<file path="src/rtl/dense_serial_mac_if.sv">
// Bundle between the layer controller (master) and dense_serial_mac (slave).
// Handshake: the master raises start for at least one cycle while busy is low
// and holds x/w/b stable until done; start while busy is ignored. done is a
// one-cycle pulse at completion, valid stays high from done until the next
// accepted start or reset, and only valid qualifies the y vector.
// state mirrors the internal FSM register for observation.
interface dense_serial_mac_if #(
    parameter int BITSIZE = 16,
    parameter int N_IN    = 6,
    parameter int N_OUT   = 1
);
    logic                            start;
    logic [BITSIZE*N_IN-1:0]         x;
    logic [BITSIZE*N_IN*N_OUT-1:0]   w;
    logic [BITSIZE*N_OUT-1:0]        b;
    logic                            busy;
    logic                            done;
    logic                            valid;
    logic [BITSIZE*N_OUT-1:0]        y;
    logic [1:0]                      state;

    modport master (output start, x, w, b, input busy, done, valid, y, state);
    modport slave  (input start, x, w, b, output busy, done, valid, y, state);
endinterface

</file>
<file path="src/rtl/dense_serial_mac.sv">
// Time-multiplexed fixed-point dense layer: one multiplier and one saturating
// adder evaluate y[o] = act(b[o] + sum_i x[i]*w[o][i]) one product per cycle.
// The product is registered, so accumulation lags one cycle and the writeback
// cycle folds in the final product.
module dense_serial_mac #(
    parameter int BITSIZE = 16,
    parameter int FRAC    = 8,
    parameter int N_IN    = 6,
    parameter int N_OUT   = 1,
    parameter int RELU    = 0
) (
    input logic             clk,
    input logic             reset,
    dense_serial_mac_if.slave bus
);
    localparam int IW = (N_IN  > 1) ? $clog2(N_IN)  : 1;
    localparam int OW = (N_OUT > 1) ? $clog2(N_OUT) : 1;
    localparam logic [IW-1:0] LAST_I = IW'(N_IN - 1);
    localparam logic [OW-1:0] LAST_O = OW'(N_OUT - 1);
    localparam logic signed [BITSIZE-1:0] SAT_MAX = {1'b0, {(BITSIZE-1){1'b1}}};
    localparam logic signed [BITSIZE-1:0] SAT_MIN = {1'b1, {(BITSIZE-1){1'b0}}};

    typedef enum logic [1:0] {
        IDLE = 2'd0,
        MAC  = 2'd1,
        WB   = 2'd2
    } state_t;

    state_t                     state_q, state_d;
    logic signed [BITSIZE-1:0]  acc_q, prod_q;
    logic                       prod_v_q;
    logic [IW-1:0]              i_q;
    logic [OW-1:0]              o_q, o_nxt;
    logic [BITSIZE*N_OUT-1:0]   y_q;
    logic                       done_q, valid_q;
    logic signed [BITSIZE-1:0]  x_sel, w_sel, b_first, b_next;
    logic signed [BITSIZE-1:0]  mul_res, acc_sum, wb_val;

    // Full-precision product, arithmetic shift (floor), clamp to word range.
    function automatic logic signed [BITSIZE-1:0] sat_mul(
        input logic signed [BITSIZE-1:0] a,
        input logic signed [BITSIZE-1:0] c
    );
        logic signed [2*BITSIZE-1:0] ae, ce, p;
        ae = {{BITSIZE{a[BITSIZE-1]}}, a};
        ce = {{BITSIZE{c[BITSIZE-1]}}, c};
        p  = ae * ce;
        p  = p >>> FRAC;
        if ((&p[2*BITSIZE-1:BITSIZE-1]) || !(|p[2*BITSIZE-1:BITSIZE-1]))
            return p[BITSIZE-1:0];
        else if (p[2*BITSIZE-1])
            return SAT_MIN;
        else
            return SAT_MAX;
    endfunction

    // One-bit-wider sum; overflow shows as disagreement of the top two bits.
    function automatic logic signed [BITSIZE-1:0] sat_add(
        input logic signed [BITSIZE-1:0] a,
        input logic signed [BITSIZE-1:0] c
    );
        logic signed [BITSIZE:0] s;
        s = {a[BITSIZE-1], a} + {c[BITSIZE-1], c};
        if (s[BITSIZE] == s[BITSIZE-1])
            return s[BITSIZE-1:0];
        else if (s[BITSIZE])
            return SAT_MIN;
        else
            return SAT_MAX;
    endfunction

    function automatic logic signed [BITSIZE-1:0] act(input logic signed [BITSIZE-1:0] v);
        if (RELU != 0 && v[BITSIZE-1])
            return '0;
        else
            return v;
    endfunction

    // Operand selection and arithmetic for the current (o, i) position.
    always_comb begin
        o_nxt   = (o_q == LAST_O) ? o_q : o_q + OW'(1);
        x_sel   = bus.x[int'(i_q)*BITSIZE +: BITSIZE];
        w_sel   = bus.w[(int'(o_q)*N_IN + int'(i_q))*BITSIZE +: BITSIZE];
        b_first = bus.b[0 +: BITSIZE];
        b_next  = bus.b[int'(o_nxt)*BITSIZE +: BITSIZE];
        mul_res = sat_mul(x_sel, w_sel);
        acc_sum = sat_add(acc_q, prod_q);
        wb_val  = act(acc_sum);
    end

    // FSM state register.
    always_ff @(posedge clk or posedge reset) begin
        if (reset) state_q <= IDLE;
        else       state_q <= state_d;
    end

    // FSM next-state: one MAC pass of N_IN cycles plus one writeback per neuron.
    always_comb begin
        state_d = state_q;
        case (state_q)
            IDLE:    if (bus.start) state_d = MAC;
            MAC:     if (i_q == LAST_I) state_d = WB;
            WB:      state_d = (o_q == LAST_O) ? IDLE : MAC;
            default: state_d = IDLE;
        endcase
    end

    // Datapath registers: counters, pipelined product, accumulator, results.
    always_ff @(posedge clk or posedge reset) begin
        if (reset) begin
            acc_q    <= '0;
            prod_q   <= '0;
            prod_v_q <= 1'b0;
            i_q      <= '0;
            o_q      <= '0;
            y_q      <= '0;
            done_q   <= 1'b0;
            valid_q  <= 1'b0;
        end else begin
            done_q <= 1'b0;
            case (state_q)
                IDLE: begin
                    if (bus.start) begin
                        o_q      <= '0;
                        i_q      <= '0;
                        acc_q    <= b_first;
                        prod_v_q <= 1'b0;
                        valid_q  <= 1'b0;
                    end
                end
                MAC: begin
                    prod_q   <= mul_res;
                    prod_v_q <= 1'b1;
                    if (prod_v_q) acc_q <= acc_sum;
                    i_q <= i_q + IW'(1);
                end
                WB: begin
                    y_q[int'(o_q)*BITSIZE +: BITSIZE] <= wb_val;
                    if (o_q != LAST_O) begin
                        o_q      <= o_nxt;
                        i_q      <= '0;
                        acc_q    <= b_next;
                        prod_v_q <= 1'b0;
                    end else begin
                        done_q  <= 1'b1;
                        valid_q <= 1'b1;
                    end
                end
                default: ;
            endcase
        end
    end

    assign bus.busy  = (state_q != IDLE);
    assign bus.done  = done_q;
    assign bus.valid = valid_q;
    assign bus.y     = y_q;
    assign bus.state = state_q;
endmodule

</file>
<file path="src/flat_wrapper.sv">
// flat-port wrapper written by rule: the top's interface ports become plain ports
module dense_serial_mac_flat 
#(
    parameter int BITSIZE = 16,
    parameter int FRAC    = 8,
    parameter int N_IN    = 6,
    parameter int N_OUT   = 1,
    parameter int RELU    = 0
)
  (clk, reset, bus_start, bus_x, bus_w, bus_b, bus_busy, bus_done, bus_valid, bus_y, bus_state);
  dense_serial_mac_if #(.BITSIZE(BITSIZE), .N_IN(N_IN), .N_OUT(N_OUT)) bus_i ();
  input logic clk;
  input logic reset;
  input wire logic [$bits(bus_i.start)-1:0] bus_start;
  input wire logic [$bits(bus_i.x)-1:0] bus_x;
  input wire logic [$bits(bus_i.w)-1:0] bus_w;
  input wire logic [$bits(bus_i.b)-1:0] bus_b;
  output wire logic [$bits(bus_i.busy)-1:0] bus_busy;
  output wire logic [$bits(bus_i.done)-1:0] bus_done;
  output wire logic [$bits(bus_i.valid)-1:0] bus_valid;
  output wire logic [$bits(bus_i.y)-1:0] bus_y;
  output wire logic [$bits(bus_i.state)-1:0] bus_state;
  assign bus_i.start = bus_start;
  assign bus_i.x = bus_x;
  assign bus_i.w = bus_w;
  assign bus_i.b = bus_b;
  assign bus_busy = bus_i.busy;
  assign bus_done = bus_i.done;
  assign bus_valid = bus_i.valid;
  assign bus_y = bus_i.y;
  assign bus_state = bus_i.state;
  dense_serial_mac #(.BITSIZE(BITSIZE), .FRAC(FRAC), .N_IN(N_IN), .N_OUT(N_OUT), .RELU(RELU)) u_core (.clk(clk), .reset(reset), .bus(bus_i));
endmodule
</file>
<file path="config.mk">
export PLATFORM = sky130hd
export DESIGN_NAME = dense_serial_mac_flat
export DESIGN_NICKNAME = d
export VERILOG_FILES = /design/src/rtl/dense_serial_mac_if.sv /design/src/rtl/dense_serial_mac.sv /design/src/flat_wrapper.sv
export SDC_FILE = /design/constraint.sdc
export NUM_CORES = 1
export LEC_CHECK = 0
export CORE_UTILIZATION = 52
export CTS_CLUSTER_SIZE = 16
export DETAILED_ROUTE_END_ITERATION = 8
export GPL_ROUTABILITY_DRIVEN = 0
export GPL_TIMING_DRIVEN = 0
export PLACE_DENSITY_LB_ADDON = 0.25
export SLEW_MARGIN = 30
export SYNTH_ARGS = -nofsm -noshare
export SYNTH_HDL_FRONTEND = slang
export SYNTH_SLANG_ARGS = --single-unit
</file>
<file path="constraint.sdc">
create_clock -name clk -period 9.4 [get_ports clk]
set_input_delay 1.88 -clock clk [delete_from_list [all_inputs] [get_ports clk]]
set_output_delay 1.88 -clock clk [all_outputs]
set_load 0.01 [all_outputs]
</file>
==> results of run 1 <==
-- flip-flops by register name, summed over array words and instances, names as in the netlist --
name / flops
u_core.acc_q: 16
u_core.bus.y: 16
u_core.prod_q: 16
u_core.i_q: 3
u_core.bus.state: 2
u_core.bus.done: 1
u_core.bus.valid: 1
u_core.prod_v_q: 1
-- worst max path at each step --
stage               startpoint           endpoint  slack (ps)  cells after the start
detailed placement   bus_w[53]   u_core.prod_q[3]       -1780                     27
finish               bus_x[60]   u_core.prod_q[9]         -50                     28
floorplan            bus_w[17]  u_core.prod_q[10]           8                     28
CTS                  bus_x[63]  u_core.prod_q[13]          -8                     29
global placement     bus_w[53]   u_core.prod_q[7]       -1680                     28
global route         bus_x[54]  u_core.prod_q[14]        -230                     27
-- critical path, stage by stage --
cell,delay (ps)
clkdlybuf4s50_1,410
mux4_2,530
a21oi_4,330
nor2_2,120
fa_1,520
inv_1,50
fa_1,490
inv_1,60
fa_2,550
fa_2,460
fa_1,500
inv_1,60
fa_1,510
inv_1,40
ha_1,280
clkbuf_8,130
buf_6,120
nand4_1,220
nor3_4,250
a22oi_2,90
a31oi_2,290
mux2_4,340
a311oi_4,360
nand4bb_1,200
nor4_4,360
nor2_4,90
buf_6,160
o311ai_4,230
-- routing by layer --
layer  GRT usage  share of wire  up-vias
met4       0.116          0.043        0
met5           0              0        -
met1       0.414           0.36     7092
met3      0.0718           0.11      197
li1            -              -     6164
met2       0.544           0.48      874
-- cells in the mapped netlist (all sizes together), types with 3 or more instances --
master,instances
and3,8
clkbuf,55
nor2,185
mux2i,34
a31oi,6
o211ai,3
o21bai,6
nand2,206
mux2,3
a21oi,73
and2,17
fa,262
dfrtp,56
a31o,3
or3,8
or4,3
o311ai,10
xor2,11
nor2b,9
o221ai,19
buf,19
nand2b,15
inv,365
o31ai,5
or2,7
nor3,14
a211oi,5
mux4,32
nor4,5
a21o,34
o21a,7
o22ai,13
nand3,16
o21ai,36
o2111ai,3
xnor2,29
nand4,10
ha,101
-- through the flow --
step	cells	setup TNS [ps]	utilization	setup WS (ps)
global route	2460	-3080	0.731	-233
floorplan	1717	0	-	7.95
finish	2460	-388	0.731	-54.3
CTS	2374	-7.92	0.673	-7.92
global placement	2326	-25040	0.633	-1680
detailed placement	2327	-26340	0.634	-1780
-- timing repair --
action,4_1_cts,5_1_grt
setup endpoints to repair,16,16
pin swaps,45,138
setup buffers,49,83
gates cloned,2,6
gates resized for setup,155,250
-- cells by family after synthesis --
group,count (synthesis),share of synthesized area
adder cells (fa/ha/maj),364,0.436
buffers and inverters,439,0.112
multiplexers,69,0.0736
AO/OA/AOI/OAI,240,0.112
XOR/XNOR,40,0.0235
flip-flops,56,0.0938
AND/OR/NAND/NOR,509,0.148
-- cell type report --
| type | instances | area share |
|---|---|---|
| Multi-Input combinational cell | 1222 | 0.630 |
| Timing Repair Buffer | 371 | 0.181 |
| Sequential cell | 56 | 0.0684 |
| Inverter | 365 | 0.0683 |
| Tap cell | 378 | 0.0231 |
| Buffer | 60 | 0.0219 |
| Clock buffer | 5 | 0.00611 |
| Clock inverter | 3 | 0.00104 |
-- placed cells by master, fill, tap and decap left out, types with 14 or more instances in the layout --
master and instances:
inv_1 339, fa_1 246, nand2_1 193, clkdlybuf4s50_1 191, nor2_1 165, buf_4 107
ha_1 86, dfrtp_1 56, a21oi_1 46, dlymetal6s2s_1 33, mux4_2 32, buf_6 31
mux2i_1 31, xnor2_1 28, o21ai_0 25, clkbuf_1 24, a21oi_4 22, a21o_1 17
nand3_1 16, inv_2 16, nor2_2 16, fa_2 16, nand2b_1 15, o221ai_1 15
ha_4 14
==> qor.csv, run 1 <==
metric,value,unit
rows,61,
clock_latency,290,ps
r2r-start,u_core.i_q[0],
seq_area,1400,um^2
design_area,20500,um^2
dp_hpwl,37600,um
rr_worst_depth,30,
grt_max_degree,44,
max_freq,106,MHz
setup_viol,13,
grt_pass1_wl,73300,um
synth_area_leaders,"fa_1, dfrtp_1, inv_1",
cp.required,9600,ps
hold_end,u_core.acc_q[11],
viasPerCell,5.82,
async_flop_share,1.00,
fin_skew,10.4,ps
synth_nets,2291,
netlist-cell-type-count,73,
ctsHtreeMaxLevel,2,
vias,14300,
fin_ws,-54.3,ps
path_max_fanout,5,
syn_area,14900,um^2
start_util,0.533,
hold_slack,506,ps
yosys_register_bits,56,
drt_iter0_drc,1399,
hold_depth,2,
dieArea,29400,um^2
timing.rr.end,u_core.prod_q[13],
tightest_slew,1090,ps
slew_headroom,0.275,
antenna_found_initial,1,
fp.coreArea,28000,um^2
synth-seq-area-share,0.0938,
die_w,171,um
slew_viol_final,0,
dieHeight,171,um
reg2reg_slack,150,ps
cts_hold_buf,0,
violations,negative setup slack,
period_minus_slack,9450,ps
synth_edf_count,0,
nFillCells,1903,
multi_input_area,12900,um^2
num_antenna_cells,0,
hold_class,flop to flop,
portBuffers,231,
syn2layout_area_growth,37.2,%
start_kind,primary input,
yosys.area.top_type,fa_1,
syn_avg_cell_area,8.70,um^2
dr.pass1.iters,6,
end_kind,flop,
timing.final.hold_violations,0,
layout-drive-gt1-share,0.200,
ys.flop_type,dfrtp_1,
ant_nets,0,
first_global_vias,14200,
cts_tree,yes,
period_share,1.01,
overflow,0,
drc,0,
yosys_warnings,0,
cts_buffer_depth,2,
critical_path_class,primary input to flop,
cts-root-buf,clkbuf_16,
outcome,"complete, but fails checks",
synthCells,1717,
hp-start,u_core.acc_q[11],
synth_top_area_share,0.351,
post_drt_wl_per_cell,20.5,um
drv_cap,0,
wl,50500,um
nets,2655,
clock_sinks,56,
place_area,17800,um^2
cts-buffers-inserted,5,
io_pins,232,
cp.arrival,9660,ps
clk_pin_slew,70,ps
rsz0062_at_grt,true,
grt.total_usage,0.326,
Power of run 1 is left out: the tool's default activity adds up to more than one toggle a clock period on the data nets, which glitch-free logic cannot reach.
==> run 2: changes to the inputs <==
Settings changed: CAP_MARGIN set to 15.
==> results of run 2 <==
No change in the layout: final DEF, timing and power equal those of run 1.
Power of run 2 is left out for the same reason.
==> patch (flow settings as in run 1) <==
`FRAC` is set to 8 in 2 places; all go to 4.
--- a/src/rtl/dense_serial_mac.sv
+++ b/src/rtl/dense_serial_mac.sv
@@ -4,7 +4,7 @@
 // cycle folds in the final product.
 module dense_serial_mac #(
     parameter int BITSIZE = 16,
-    parameter int FRAC    = 8,
+    parameter int FRAC    = 4,
     parameter int N_IN    = 6,
     parameter int N_OUT   = 1,
     parameter int RELU    = 0
--- a/src/flat_wrapper.sv
+++ b/src/flat_wrapper.sv
@@ -2,7 +2,7 @@
 module dense_serial_mac_flat 
 #(
     parameter int BITSIZE = 16,
-    parameter int FRAC    = 8,
+    parameter int FRAC    = 4,
     parameter int N_IN    = 6,
     parameter int N_OUT   = 1,
     parameter int RELU    = 0
Formal check against the unedited RTL: same outputs for any inputs over 4 cycles, from zero or initial values and one cycle with reset high; that may be too few to reach the edited logic, so the function may still have changed.
==> patch against run 1 <==
The flow still finishes with violations (setup timing); synthesized area down 1.5%; sequential cell count unchanged; final cell count decreased by 2.6%; worst setup slack better by 0.038 ns; routed wire length fell by 3.8%; maximum frequency is 0.40% higher; final area decreased by 1.7%.
Power is left out: the tool's default activity adds up to more than one toggle a clock period on the data nets, which glitch-free logic cannot reach.
==> patch: results (changes against run 1) <==
[outcome]
status=finished with violations
violations=setup timing

[layout]
drive_above_1_share_pct=19.3  ; -0.64 points
fin_cells=2396  ; -2.6%
layout.nets=2590  ; -2.4%

[detailed_routing]
drtIter0Drc=1178  ; -16%
routed-wl-met2_mm=23.5  ; -4.1%
routed_wl_mm=48.6  ; -3.8%
via_count=13796  ; -3.7%
met1_length_mm=18.2  ; -1.0%
dr.max_layer_used=met4
wl_met3_mm=4.56  ; -17%

[yosys]
synthTopCellsByCount=inv_1 (338), fa_1 (263), nor2_1 (185)
syn_nets=2240  ; -2.2%
yosysUniqueCellTypes=69  ; -5.5%
synth_area_per_cell_um2=8.84  ; +1.6%
yosysSeqAreaShare_pct=9.53  ; +0.14 points
synthTopCellsByArea=fa_1 (36%), dfrtp_1 (9.5%), inv_1 (8.6%)

[placed_design]
pre_cts_slack_ns=-1.82  ; -0.0363 ns
place_hpwl_mm=36.8  ; -2.1%
dp_cells=2275  ; -2.2%
postPlaceCellArea_um2=17500  ; -1.3%

[global_routing]
grt_use_met3_pct=6.81  ; -0.37 points
use_met1_pct=41.8  ; +0.36 points
grt_max_degree=35  ; -20%
gr-usage-met2_pct=53.5  ; -0.93 points
grt_usage_pct=32.5  ; -0.053 points
grt_pass1_wl_mm=72.3  ; -1.4%
grt_antenna_before_repair=2  ; +1

[timing]
tns_ns=-0.0376  ; +0.351 ns
worst_slew_pin_slew_ns=1.01  ; -0.0784 ns
finalWorstSetupSlack_ns=-0.0168  ; +0.0376 ns
setup_viol=5  ; -8
holdWs_ns=0.499  ; -0.00717 ns
clock_skew_ns=0.0117  ; +0.00133 ns

[setup_path]
cp_max_fo=6  ; +1
critPathLaunch=bus_x[54]
cp-endpoint=u_core.prod_q[13]
reg2reg_from=u_core.i_q[1]
arrival_ns=9.59  ; -0.07 ns
rrSetupSlack_ns=0.23  ; +0.08 ns

[clock_tree]
clock_latency_ns=0.30

[worst_hold_path]
hp-class=flop to flop
hold_start=u_core.prod_v_q
min_delay_worst_endpoint=u_core.prod_v_q

==> patch: changes by cell type after synthesis, moves of 10 or more <==
cell and delta:
nand2b_1 +10, a221o_1 +15, a21oi_1 +20, nand2_1 -40
nand3_1 +12, inv_1 -26, o221ai_1 -13
==> patch: logic make-up (layout without fill, tap and decap cells) <==
| kind of cell | count (synthesis) | after routing | share of synthesized area (%) |
|---|---|---|---|
| xor+xnor | 46 | 46 | 2.79 |
| other cells | 0 | 2 | 0 |
| compound gates | 253 | 254 | 11.3 |
| flops | 56 | 56 | 9.53 |
| mux | 67 | 67 | 7.37 |
| fa+ha+maj | 364 | 364 | 44.4 |
| simple gates | 470 | 470 | 14.0 |
| buf+inv | 409 | 759 | 10.6 |
==> patch: timing repair <==
item | in CTS | in global routing
gates resized for setup | 177 | 216
gates cloned | 2 | 3
setup buffers | 32 | 89
hold buffers | 0 | 0
endpoints found under the setup margin | 16 | 15
pin swaps | 47 | 146
==> patch: cell type report <==
type	count	area (um2)
Antenna cell	2	5.00
Buffer	54	364
Clock buffer	5	125
Clock inverter	3	23.8
Fill cell	1931	7630
Inverter	339	1290
Multi-Input combinational cell	1201	12900
Sequential cell	56	1400
Tap cell	378	473
Timing Repair Buffer	358	3570
==> patch: worst max-delay path, cell delays in order <==
cell,delay (ns)
clkdlybuf4s50_1,0.41
mux4_2,0.54
a21oi_4,0.27
nor2_1,0.11
fa_1,0.52
inv_1,0.05
fa_1,0.49
fa_2,0.45
fa_1,0.54
inv_2,0.04
fa_1,0.54
inv_2,0.05
fa_1,0.51
inv_2,0.05
ha_4,0.23
a211o_1,0.30
o211ai_1,0.09
buf_4,0.16
nand3b_1,0.17
or4_4,0.53
o311ai_4,0.09
or4b_4,0.52
nor4b_4,0.33
a41oi_4,0.22
buf_6,0.20
a221o_1,0.27
